===== config.mk =====
export PLATFORM = sky130hd
export DESIGN_NAME = mem_arbiter
export DESIGN_NICKNAME = d
export VERILOG_FILES = /design/src/rtl/mem_arbiter.sv
export SDC_FILE = /design/constraint.sdc
export NUM_CORES = 1
export LEC_CHECK = 0
export CAP_MARGIN = 40
export CORE_UTILIZATION = 39
export CTS_CLUSTER_SIZE = 40
export DETAILED_ROUTE_END_ITERATION = 8
export PLACE_DENSITY = 0.87
export SYNTH_ARGS = -nofsm -noshare
export SYNTH_HDL_FRONTEND = slang
export SYNTH_SLANG_ARGS = --single-unit

===== constraint.sdc =====
create_clock -name clk -period 2.55 [get_ports clk]
set_input_delay 0.51 -clock clk [delete_from_list [all_inputs] [get_ports clk]]
set_output_delay 0.51 -clock clk [all_outputs]
set_load 0.01 [all_outputs]

===== src/rtl/mem_arbiter.sv =====
// Round-robin arbiter sharing one single-port RAM between the core (port 0) and the
// UART loader (port 1). One access in flight; reads and writes take a uniform L-cycle wait.
module mem_arbiter #(
   parameter int ADDR_W      = 32,
   parameter int DATA_W      = 32,
   parameter int MEM_LATENCY = 1
) (
   input  logic                clk,
   input  logic                resetn,
   input  logic                m0_req,
   input  logic                m0_we,
   input  logic [ADDR_W-1:0]   m0_addr,
   input  logic [DATA_W-1:0]   m0_wdata,
   input  logic [DATA_W/8-1:0] m0_wstrb,
   output logic [DATA_W-1:0]   m0_rdata,
   output logic                m0_ready,
   input  logic                m1_req,
   input  logic                m1_we,
   input  logic [ADDR_W-1:0]   m1_addr,
   input  logic [DATA_W-1:0]   m1_wdata,
   input  logic [DATA_W/8-1:0] m1_wstrb,
   output logic [DATA_W-1:0]   m1_rdata,
   output logic                m1_ready,
   output logic                mem_en,
   output logic [DATA_W/8-1:0] mem_we,
   output logic [ADDR_W-3:0]   mem_addr,
   output logic [DATA_W-1:0]   mem_wdata,
   input  logic [DATA_W-1:0]   mem_rdata,
   output logic                busy,
   output logic                owner
);

   typedef enum logic [1:0] {IDLE, ACCESS, WAIT, RESP} state_t;

   state_t              state;
   logic                last;
   logic                txn_we;
   logic [2:0]          wait_cnt;

   logic                grant_vld;
   logic                grant_port;
   logic                sel_we;
   logic [ADDR_W-1:0]   sel_addr;
   logic [DATA_W-1:0]   sel_wdata;
   logic [DATA_W/8-1:0] sel_wstrb;

   // Word-aligned RAM: the byte offset bits carry no information here.
   logic unused_addr_lsbs;
   assign unused_addr_lsbs = ^{m0_addr[1:0], m1_addr[1:0]};

   always_comb begin
      grant_vld  = m0_req | m1_req;
      grant_port = (m0_req & m1_req) ? ~last : m1_req;
      sel_we     = grant_port ? m1_we    : m0_we;
      sel_addr   = grant_port ? m1_addr  : m0_addr;
      sel_wdata  = grant_port ? m1_wdata : m0_wdata;
      sel_wstrb  = grant_port ? m1_wstrb : m0_wstrb;
   end

   // The mem_* registers double as the latched request: they are loaded on grant,
   // presented for the single ACCESS cycle and cleared afterwards.
   always_ff @(posedge clk or negedge resetn) begin
      if (!resetn) begin
         state     <= IDLE;
         last      <= 1'b1;
         owner     <= 1'b0;
         busy      <= 1'b0;
         txn_we    <= 1'b0;
         wait_cnt  <= '0;
         mem_en    <= 1'b0;
         mem_we    <= '0;
         mem_addr  <= '0;
         mem_wdata <= '0;
         m0_ready  <= 1'b0;
         m1_ready  <= 1'b0;
         m0_rdata  <= '0;
         m1_rdata  <= '0;
      end else begin
         m0_ready  <= 1'b0;
         m1_ready  <= 1'b0;
         mem_en    <= 1'b0;
         mem_we    <= '0;
         mem_addr  <= '0;
         mem_wdata <= '0;
         case (state)
            IDLE: begin
               if (grant_vld) begin
                  owner     <= grant_port;
                  txn_we    <= sel_we;
                  busy      <= 1'b1;
                  mem_en    <= 1'b1;
                  mem_addr  <= sel_addr[ADDR_W-1:2];
                  mem_we    <= sel_we ? sel_wstrb : '0;
                  mem_wdata <= sel_we ? sel_wdata : '0;
                  state     <= ACCESS;
               end
            end
            ACCESS: begin
               wait_cnt <= 3'(MEM_LATENCY);
               state    <= WAIT;
            end
            WAIT: begin
               if (wait_cnt == 3'd1) begin
                  if (!txn_we) begin
                     if (owner) m1_rdata <= mem_rdata;
                     else       m0_rdata <= mem_rdata;
                  end
                  m0_ready <= ~owner;
                  m1_ready <= owner;
                  state    <= RESP;
               end else begin
                  wait_cnt <= wait_cnt - 3'd1;
               end
            end
            RESP: begin
               last  <= owner;
               busy  <= 1'b0;
               state <= IDLE;
            end
            default: state <= IDLE;
         endcase
      end
   end

endmodule


# After elaboration in Yosys (flattened, before gate mapping)
# Index checks and enable logic that the tools add are counted.
# op_classes
div,0
mux,26
reduce_logical,9
bitwise_logic,5
n_lt_le_gt_ge,0
n_mul,0
n_eq_ne,7
shift,0
add_sub_neg,1
# ops
operator,n
$mux 32,5
$mux 30,2
$mux 4,4
$mux 1,9
$pmux 2 s4,1
$reduce_and 2->1,4
$reduce_and 4->1,2
$ne 2x2->1 const B,3
$pmux 3 s2,1
$eq 2x2->1 const B,2
$mux 2,2
$reduce_bool 2->1,2
$eq 3x1->1 const B,1
$mux 3,1
$not 1->1,3
$sub 3x1->3 const B,1
$eq 2x1->1 const B,1
$logic_not 2->1,1
$pmux 1 s2,1
$and 1x1->1,1
$or 1x1->1,1
# totals
output_inout_bits,135
in_bits,174
latchBits,0
memories,0
regBits,142
mem_bits_rw,0
wordCells,62
rom_bits,0

# Longest topological paths before layout
# depth
ltp_word,6
ltp_mapped,7
mapped_depth_nobuf,5

# Least setup slack after synthesis
# No wires, ideal clock.
# synth_timing
kind,reg2reg
startpoint,reg state[0]
endpoint,reg m1_rdata[10]
setup_slack_ps,744
required_time_ps,2425
synth_period_minus_slack_ps,1806
path_buffers,2
setup_time_ps,125
t_arrival_ps,1681
path_stages_with_launch,8
cell_sequence,dfrtp_1 > inv_1 > ha_1 > nand3b_4 > or3_1 > buf_2 > buf_6 > mux2_4
# synth_between
elab_chain_cells,2
# synth_lines
element,line,source
"start, declared",35,state_t state;
"start signal, assigned",64,state <= IDLE;
"start signal, assigned",95,state <= ACCESS;
"start signal, assigned",100,state <= WAIT;
$eq 2x2->1,85,case (state)
$reduce_and 4->1 (no line),-,
"end signal, assigned",105,if (owner) m1_rdata <= mem_rdata;
"end, declared",22,"output logic [DATA_W-1:0] m1_rdata,"
# Every way passes these cells.
# A chain may end at the register's enable or synchronous reset.

# Worst setup path after layout
# layout_timing
startpoint,reg state[0]
endpoint,reg m1_rdata[19]
# The elaborated chain is that of the path after synthesis.

==> qor.csv <==
metric;value;unit
status;finished, final reports clean;
maxCapViolations;0;
first_iter_violations;261;
gp_congestion;0.767;
synth_flop_cell;dfrtp_1;
wirelength;16.0;mm
viasPerCell;4.71;
drtPass1Iterations;4;
cts_buffers;17;
arrival;2.45;ns
hold_class;reg2reg;
slew_viol_final;0;
dr_total_vias;4594;
synth_mux_area_frac;0.156;
async_flop_share;1.00;
drc;0;
chipWidth;123;um
cts_root_buf;clkbuf_16;
final_common_cell;clkdlybuf4s50_1;
ir_worst_vdd;0.487;mV
grt_max_degree;77;
final_layout_size_suffix_gt1_frac;0.142;
netlist_instances;478;
postCtsSetupBuffers;0;
clock_path_buffers;2;
synth_top_cell_by_area;dfrtp_1;
syn_nets;658;
grt_pass1_wl;24.1;mm
pre_cts_slack;0.398;ns
dp.final_hpwl;11.6;mm
tightest_slew;0.616;ns
p_sw;2.93;mW
fin_cells;976;
max_stage_delay;0.42;ns
design.final.nets;963;
clkLatencyLatePin;0.41;ns
worstPathRequired;2.84;ns
start_util;0.406;
p_int;7.40;mW
rsz0062_at_grt;false;
pwr-share-comb;0.387;
die_area;0.0151;mm^2
synth-xor-area-share;0;
synth_cell_type_count;30;
ys_ff_latch;142;
fin_crit;2.16;ns
p_clk_frac;0.277;
h-tree-depth;4;
leakage;4.36;nW
path_delay_family;simple AND/OR/NAND/NOR gates;
io_pins;309;
num_antenna_cells;0;
setup_ws;0.390;ns
synth_fa_ha_area_frac;0.0132;
antenna_found_initial;0;
synth_area;0.00570;mm^2
setup_viol;0;
routedWlPerCell;16.4;um
port_buffers;304;
switching_share;0.284;
slew_headroom;0.589;
crit_path_cell_trace;inv_1 -> ha_1 -> nand3b_4 -> or3_2 -> buf_4 -> mux2_4;
worstSetupEndpointType;flip-flop;
finalHoldViolCount;0;
postSynthAreaPerCell;11.9;um^2
synth_compound_area_frac;0.0743;
finClkSkew;0.00818;ns
path_class;reg2reg;
dpl_cell_area;0.00896;mm^2
rows;43;
cts_resized;0;
design_area;0.00966;mm^2
hold_buffers;1;
p_per_area;1070;mW/mm^2
synth_edf_count;0;
slowest_stage;or3_2;
whs;0.487;ns
cp_num_buf_inv;2;
cts_sinks;142;
synth_top_cells_by_area;dfrtp_1, nand2_1, mux2_4, mux2_2, a21oi_1;
critPathMaxFanout;32;
synth_top_area_frac;0.620;
yosys_warnings;0;
core_area;0.0140;mm^2
ys_seq_area_frac;0.624;
seqPwrFrac;0.336;
globalRouteOverflowTotal;0;
cp-start-kind;flip-flop;
post-place-cells;943;
synthSimpleGateAreaFrac;0.102;
finalCritPeriodShare;0.847;
clkTransAtPathRegs;0.06;ns
power;10.3;mW
grt_pass1_vias;4624;
ant_nets;0;
grt_use_total;0.215;
fin_util;0.688;
layout_common_cells;clkdlybuf4s50_1, dfrtp_1, nand2_1;
chipHeight;123;um
tritoncts;done;
synth_top_family_by_area;multiplexers;
max_freq;463;MHz
setup_tns;0;ns
area_growth;69.7;%
==> routing by layer <==
metal / wire (um) / global-route usage / up-vias
met3: 1260 / 0.0748 / 19
met1: 6310 / 0.249 / 2175
met4: 253 / 0.0732 / 0
met5: 0 / 0 / -
li1: - / - / 2192
met2: 8230 / 0.370 / 208
==> final timing paths <==
path / end / start / slack [ns] / depth (start not counted)
worst max-delay path: m1_rdata[19]$_DFFE_PN0P_ / state[0]$_DFFE_PN0P_ / 0.39 / 6
worst min-delay path: m0_rdata[4]$_DFFE_PN0P_ / m0_rdata[4]$_DFFE_PN0P_ / 0.49 / 1
worst max register to register: m1_rdata[19]$_DFFE_PN0P_ / state[0]$_DFFE_PN0P_ / 0.39 / 6
worst min register to register: m0_rdata[4]$_DFFE_PN0P_ / m0_rdata[4]$_DFFE_PN0P_ / 0.49 / 1
max in group asynchronous: mem_wdata[27]$_DFF_PN0_ / resetn / 1.24 / 3
min in group asynchronous: m0_rdata[0]$_DFFE_PN0P_ / resetn / 0.53 / 2
==> power by group through the flow <==
stage | clock, mW | sequential (mW) | combinational (mW)
2_1_floorplan | 0 | 3.80 | 1.52
6_report | 2.87 | 3.47 | 4.00
4_1_cts | 2.92 | 3.48 | 4.04
5_1_grt | 3.03 | 3.56 | 4.31
3_5_place_dp | 0 | 3.50 | 4.02
3_3_place_gp | 0 | 3.45 | 3.94
==> cell families after synthesis <==
group | Yosys count
simple gates | 146
fa+ha+maj | 6
compound gates | 78
mux | 69
buf+inv | 37
flops | 142
==> synth_stat cells, types with 3 or more instances <==
| cell | n |
|---|---|
| dfrtp_1 | 141 |
| nand2_1 | 137 |
| a21oi_1 | 67 |
| mux2_2 | 34 |
| mux2_4 | 30 |
| buf_2 | 11 |
| clkbuf_1 | 8 |
| inv_1 | 8 |
| buf_1 | 6 |
| ha_1 | 6 |
| buf_6 | 3 |
| mux2i_1 | 3 |
| nor2_1 | 3 |
==> flip-flops by register name, indices dropped and copies added (netlist names), 2 cells and up <==
| signal | cells |
|---|---|
| mem_wdata | 32 |
| mem_addr | 30 |
| m1_rdata | 32 |
| mem_we | 4 |
| wait_cnt | 3 |
| m0_rdata | 32 |
| state | 2 |
==> layout make-up <==
type                    instances  area (um^2)
fillers                       979         4380
flip-flops and latches        142         3550
repair buffers                314         3170
multi-input cells             299         1990
clock buffers                  22          484
well taps                     180          225
clock inverters                10          206
inverters                       9         33.8
No activity file was read; power rests on OpenSTA's default activity.
